===== config.mk =====
export PLATFORM = sky130hd
export DESIGN_NAME = keypad_emulator_flat
export DESIGN_NICKNAME = d
export VERILOG_FILES = /design/src/rtl/keypad_emulator_if.sv /design/src/rtl/keypad_emulator.sv /design/src/flat_wrapper.sv
export SDC_FILE = /design/constraint.sdc
export NUM_CORES = 1
export LEC_CHECK = 0
export CORE_ASPECT_RATIO = 1.25
export CORE_MARGIN = 2
export CORE_UTILIZATION = 56
export DETAILED_ROUTE_END_ITERATION = 12
export PLACE_DENSITY = 0.8
export SYNTH_ARGS = -nofsm -noshare
export SYNTH_HDL_FRONTEND = slang
export SYNTH_SLANG_ARGS = --single-unit

===== constraint.sdc =====
create_clock -name clk -period 2.2 [get_ports clk]
set_input_delay 0.22 -clock clk [delete_from_list [all_inputs] [get_ports clk]]
set_output_delay 0.22 -clock clk [all_outputs]
set_load 0.01 [all_outputs]

===== src/rtl/keypad_emulator_if.sv =====
// Request/response and row/column bundle between a press sequencer, a keypad scanner
// and keypad_emulator.
interface keypad_emulator_if;
    logic       press_req;
    logic [3:0] press_key;
    logic [3:0] keypadRow;
    logic [3:0] keypadCol;
    logic       busy;
    logic       press_done;
    logic [7:0] scan_hits;

    modport master (
        output press_req, press_key, keypadRow,
        input  keypadCol, busy, press_done, scan_hits
    );

    modport slave (
        input  press_req, press_key, keypadRow,
        output keypadCol, busy, press_done, scan_hits
    );
endinterface


===== src/rtl/keypad_emulator.sv =====
// Emulates a single 4x4 keypad key closure answering the scanner's row strobes.
// Optional contact bounce around the hold phase is enabled by defining KEYPAD_BOUNCE_EN.
module keypad_emulator #(
    parameter int unsigned HOLD_CYCLES   = 32'd1000000,
    parameter int unsigned BOUNCE_CYCLES = 16'd64
) (
    input  logic             clk,
    input  logic             rst,
    keypad_emulator_if.slave kp
);

`ifdef KEYPAD_BOUNCE_EN
    typedef enum logic [2:0] {StIdle, StBncPress, StHold, StBncRelease, StDone} state_e;
`else
    typedef enum logic [1:0] {StIdle, StHold, StDone} state_e;
`endif

    // Terminal counts; a zero hold length behaves as a single cycle.
    localparam logic [31:0] HoldLast = (HOLD_CYCLES == 0) ? 32'd0 : 32'(HOLD_CYCLES - 1);

    if (BOUNCE_CYCLES > 32'd65535) begin : g_bounce_range
        $error("BOUNCE_CYCLES does not fit the 16-bit bounce counter");
    end

    state_e      state_q, state_d;
    logic [3:0]  key_q, key_d;
    logic [31:0] hold_cnt_q, hold_cnt_d;
    logic [7:0]  hits_q, hits_d;
    logic [3:0]  col_q, col_d;
    logic        accept;
    logic        sw_closed;
    logic [1:0]  row_sel;
    logic [1:0]  col_sel;

`ifdef KEYPAD_BOUNCE_EN
    localparam logic [15:0] BncLast = (BOUNCE_CYCLES == 0) ? 16'd0 : 16'(BOUNCE_CYCLES - 1);

    logic [15:0] bnc_cnt_q, bnc_cnt_d;
`endif

    assign accept  = (state_q == StIdle) && kp.press_req;
    // (15 - k) on four bits is simply ~k.
    assign row_sel = ~key_q[3:2];
    assign col_sel = ~key_q[1:0];

    // ---------------------------------------------------------------- state register
    always_ff @(posedge clk or negedge rst) begin
        if (!rst) begin
            state_q <= StIdle;
        end else begin
            state_q <= state_d;
        end
    end

    // ---------------------------------------------------------------- next state
    always_comb begin
        state_d = state_q;
        unique case (state_q)
            StIdle: begin
                if (kp.press_req) begin
`ifdef KEYPAD_BOUNCE_EN
                    state_d = StBncPress;
`else
                    state_d = StHold;
`endif
                end
            end
`ifdef KEYPAD_BOUNCE_EN
            StBncPress: begin
                if (bnc_cnt_q == BncLast) begin
                    state_d = StHold;
                end
            end
`endif
            StHold: begin
                if (hold_cnt_q == HoldLast) begin
`ifdef KEYPAD_BOUNCE_EN
                    state_d = StBncRelease;
`else
                    state_d = StDone;
`endif
                end
            end
`ifdef KEYPAD_BOUNCE_EN
            StBncRelease: begin
                if (bnc_cnt_q == BncLast) begin
                    state_d = StDone;
                end
            end
`endif
            StDone:  state_d = StIdle;
            default: state_d = StIdle;
        endcase
    end

    // ---------------------------------------------------------------- FSM outputs
    always_comb begin
        kp.busy       = (state_q != StIdle);
        kp.press_done = (state_q == StDone);
        sw_closed     = 1'b0;
        unique case (state_q)
            StHold: sw_closed = 1'b1;
`ifdef KEYPAD_BOUNCE_EN
            // Press bounce starts open; release bounce is phased so its last cycle is open.
            StBncPress:   sw_closed = bnc_cnt_q[0];
            StBncRelease: sw_closed = bnc_cnt_q[0] ^ BncLast[0];
`endif
            default: sw_closed = 1'b0;
        endcase
    end

    // ---------------------------------------------------------------- datapath
    always_comb begin
        key_d      = key_q;
        hold_cnt_d = hold_cnt_q;
        hits_d     = hits_q;
        if (accept) begin
            key_d      = kp.press_key;
            hold_cnt_d = '0;
            hits_d     = '0;
        end else if (state_q == StHold) begin
            hold_cnt_d = hold_cnt_q + 32'd1;
            if (!kp.keypadRow[row_sel] && (hits_q != 8'hFF)) begin
                hits_d = hits_q + 8'd1;
            end
        end

        col_d = 4'hF;
        if (sw_closed) begin
            col_d[col_sel] = kp.keypadRow[row_sel];
        end
    end

`ifdef KEYPAD_BOUNCE_EN
    always_comb begin
        bnc_cnt_d = '0;
        if (((state_q == StBncPress) || (state_q == StBncRelease)) && (bnc_cnt_q != BncLast)) begin
            bnc_cnt_d = bnc_cnt_q + 16'd1;
        end
    end

    always_ff @(posedge clk or negedge rst) begin
        if (!rst) begin
            bnc_cnt_q <= '0;
        end else begin
            bnc_cnt_q <= bnc_cnt_d;
        end
    end
`endif

    always_ff @(posedge clk or negedge rst) begin
        if (!rst) begin
            key_q      <= '0;
            hold_cnt_q <= '0;
            hits_q     <= '0;
            col_q      <= 4'hF;
        end else begin
            key_q      <= key_d;
            hold_cnt_q <= hold_cnt_d;
            hits_q     <= hits_d;
            col_q      <= col_d;
        end
    end

    assign kp.keypadCol = col_q;
    assign kp.scan_hits = hits_q;

endmodule


===== src/flat_wrapper.sv =====
// flat-port wrapper written by rule: the top's interface ports become plain ports
module keypad_emulator_flat 
#(
    parameter int unsigned HOLD_CYCLES   = 32'd1000000,
    parameter int unsigned BOUNCE_CYCLES = 16'd64
)
  (clk, rst, kp_press_req, kp_press_key, kp_keypadRow, kp_keypadCol, kp_busy, kp_press_done, kp_scan_hits);
  keypad_emulator_if kp_i ();
  input  logic clk;
  input  logic rst;
  input wire logic [$bits(kp_i.press_req)-1:0] kp_press_req;
  input wire logic [$bits(kp_i.press_key)-1:0] kp_press_key;
  input wire logic [$bits(kp_i.keypadRow)-1:0] kp_keypadRow;
  output wire logic [$bits(kp_i.keypadCol)-1:0] kp_keypadCol;
  output wire logic [$bits(kp_i.busy)-1:0] kp_busy;
  output wire logic [$bits(kp_i.press_done)-1:0] kp_press_done;
  output wire logic [$bits(kp_i.scan_hits)-1:0] kp_scan_hits;
  assign kp_i.press_req = kp_press_req;
  assign kp_i.press_key = kp_press_key;
  assign kp_i.keypadRow = kp_keypadRow;
  assign kp_keypadCol = kp_i.keypadCol;
  assign kp_busy = kp_i.busy;
  assign kp_press_done = kp_i.press_done;
  assign kp_scan_hits = kp_i.scan_hits;
  keypad_emulator #(.HOLD_CYCLES(HOLD_CYCLES), .BOUNCE_CYCLES(BOUNCE_CYCLES)) u_core (.clk(clk), .rst(rst), .kp(kp_i));
endmodule

==> run summary, run 1 <==
Crit path from: u_core.hold_cnt_q[8]
Slew HR: 58.9%
Postcts setup bufs: 0
Die Ht: 77.9 µm
RSZ-0062 raised after global routing: false
Sequential cell area: 1260 µm²
Status: complete, no violations
Top cell type's share of synthesized area: 47.0%
Yosys warning count: 0
CP Launch Type: register
First-pass GRT wire length: 8800 µm
RR Startpoint: u_core.hold_cnt_q[8]
IO Port Bufs: 24
Largest net degree at the start of global routing: 51
Vias post-DR: 2040
Inserted Diodes: 0
Asr flop ratio synth: 100%
Synth cell types: 32
Aggregate global routing overflow: 0
Final WL: 5040 µm
Final clock period utilization by the worst path: 86.9%
Slew Limit Fails: 0
Placed cells: 337
FP Rows: 26
H-Tree Depth: 2
Syn nets: 266
Tmin final: 1.91 ns
Critical path class: reg2reg
# IOs: 25
Die footprint: 4920 µm²
Post-Syn Area: 2450 µm²
Gp weighted congestion: 0.797
Post-placement cell area: 2810 µm²
Cell with the most instances after synthesis: nand2_1
Post-synth EDFFs: 0
DR WL/cell: 14.6 µm
Most instantiated cells after synthesis: 50 x nand2_1, 46 x dfrtp_1, 22 x mux2i_1
Worst hold margin: 0.0118 ns
Final setup vio count: 0
Worst Setup End Kind: register
Vias in the first global route: 1917
Die Span X: 63.1 µm
Synth Area per Inst: 9.67 µm²
Measured slew at the worst slew-check pin: 0.617 ns
Worst Path Required: 2.38 ns
Initial Utilization: 59.2%
Post-DP HPWL: 3520 µm
Mapped Cells: 253
DRC Markers: 0
P&R area growth vs syn: 19.4%
Clock Pin Slew Worst Setup and Hold Paths: 0.08 ns
Root Buffer: clkbuf_8
Final Cell Area: 2920 µm²
Post-CTS Hold Buffers: 0
Non-filler cells, final: 345
Max-cap violation count: 0
Fill count: 335
Deepest clock path buffer count: 2
Arrival time of the worst setup path: 2.09 ns
Fin. Hold Viols: 0
#FFs+latches synth: 50
Post-synthesis sequential area ratio: 51.3%
Clk sinks: 50
Worst VDD drop: 0.567 mV
Ys flop type: dfrtp_1
Post-DRT Antenna Nets: 0
Antenna violations before repair: 0
Area of the multi-input gates: 1130 µm²
Clock Latency Late Sink: 0.31 ns
DR iter-0 viols: 135
First-pass DRT Iterations: 4
TritonCTS clock tree: built
Setup_tns: 0 ns
Leak: 1.36 nW
Crit-path max FO: 6
CORE AREA: 4130 µm²
Synth area leaders: dfrtp_1 47%, mux2i_1 9.0%, nand2_1 7.7%, dfstp_2 4.3%, nand3_1 4.3%
Layout cells sized above 1: 9.34%
GRT Total Usage: 22.6%
Setup Skew: 0.00868 ns
Inserted Clock Buffers: 5
Post-cts sizing count: 0
Fmax achieved: 523 MHz
Util after Layout: 70.7%
Nets: 301
Min-Delay Path Class: in2async
Largest area contributor in the netlist: dfrtp_1
Pwr dens: 721 nW/µm²
Post-DR vias/cell: 5.91
==> registers in the layout, summed over array words and instances (netlist names) <==
| name | flops |
|---|---|
| u_core.hold_cnt_q | 32 |
| u_core.kp.scan_hits | 8 |
| u_core.key_q | 4 |
| u_core.kp.keypadCol | 4 |
| u_core.state_q | 2 |
==> cell families after synthesis <==
family | after synthesis | share of synthesized area [%]
multiplexers | 23 | 9.92
AND/OR/NAND/NOR | 131 | 26.9
adder cells (fa/ha/maj) | 2 | 1.02
flip-flops | 50 | 51.3
buffers and inverters | 15 | 2.35
AO/OA/AOI/OAI | 32 | 8.49
==> where the power goes <==
part | internal, W | total [W] | switching [W]
Sequential | 0.00101 | 0.00114 | 0.000124
Clock | 0.000318 | 0.000612 | 0.000294
Combinational | 0.000201 | 0.000358 | 0.000158
==> final timing paths <==
kind                       cells after the start                      to  slack [ns]
setup / recovery                               4       u_core.state_q[0]        0.29
hold / removal                                 2    u_core.hold_cnt_q[8]        0.01
setup reg to reg                               4       u_core.state_q[0]        0.29
hold reg to reg                                1  u_core.kp.keypadCol[1]        0.46
max in group asynchronous                      2  u_core.kp.scan_hits[1]        1.77
min in group clk                               3         u_core.key_q[1]        0.44
==> cell type report <==
class | instances | area share [%]
Clock buffer | 8 | 3.77
Inverter | 7 | 0.899
Timing Repair Buffer | 36 | 11.1
Sequential cell | 50 | 43.0
Tap cell | 56 | 2.40
Multi-Input combinational cell | 188 | 38.8
==> critical path: stages, from the launching register on <==
cell and delay, ns:
dfrtp_1 0.45, or4b_2 0.68, or3_1 0.38, nor3_1 0.16, o21ai_0 0.12
==> per-stage QoR <==
stage               power (W)  worst slack [ns]
floorplan             0.00130             0.360
global placement      0.00150             0.126
detailed placement    0.00151            0.0708
CTS                   0.00212             0.289
global route          0.00222             0.159
finish                0.00211             0.287
==> layout by cell type, fill, tap and decap left out, types with 2 or more instances in the layout <==
cell             instances
o311ai_0                 2
nand2_1                 50
nand3_1                 21
nor3_1                   5
inv_1                    7
or4_1                    5
nor2_1                  11
or3_1                    3
and3_1                   6
o211ai_1                 5
buf_4                   12
a21oi_1                  4
nor2b_1                  2
o21ai_0                 11
nor4_1                   4
o31ai_1                  7
and4_1                   3
ha_1                     2
clkdlybuf4s50_1         23
dfrtp_1                 46
mux2i_1                 22
nand4_1                 14
clkbuf_8                 8
nand2b_1                 3
dfstp_2                  4
==> routing by layer <==
layer | vias up | wire length (µm) | track usage [%]
li1 | 996 | - | -
met1 | 987 | 2250 | 28.4
met2 | 52 | 2520 | 38.9
met3 | 5 | 201 | 4.49
met4 | 0 | 62 | 7.11
met5 | - | 0 | 0
Note: power is estimated with default switching activity, not from simulation.
==> inputs of run 2 (changes only) <==
--- a/config.mk
+++ b/config.mk
@@ -10,6 +10,8 @@
 export CORE_UTILIZATION = 56
 export DETAILED_ROUTE_END_ITERATION = 12
 export PLACE_DENSITY = 0.8
+export SKIP_LAST_GASP = 1
+export SLEW_MARGIN = 20
 export SYNTH_ARGS = -nofsm -noshare
 export SYNTH_HDL_FRONTEND = slang
 export SYNTH_SLANG_ARGS = --single-unit
==> results of run 2 <==
Same layout as run 1: the final DEF is identical, and so are final timing and power.
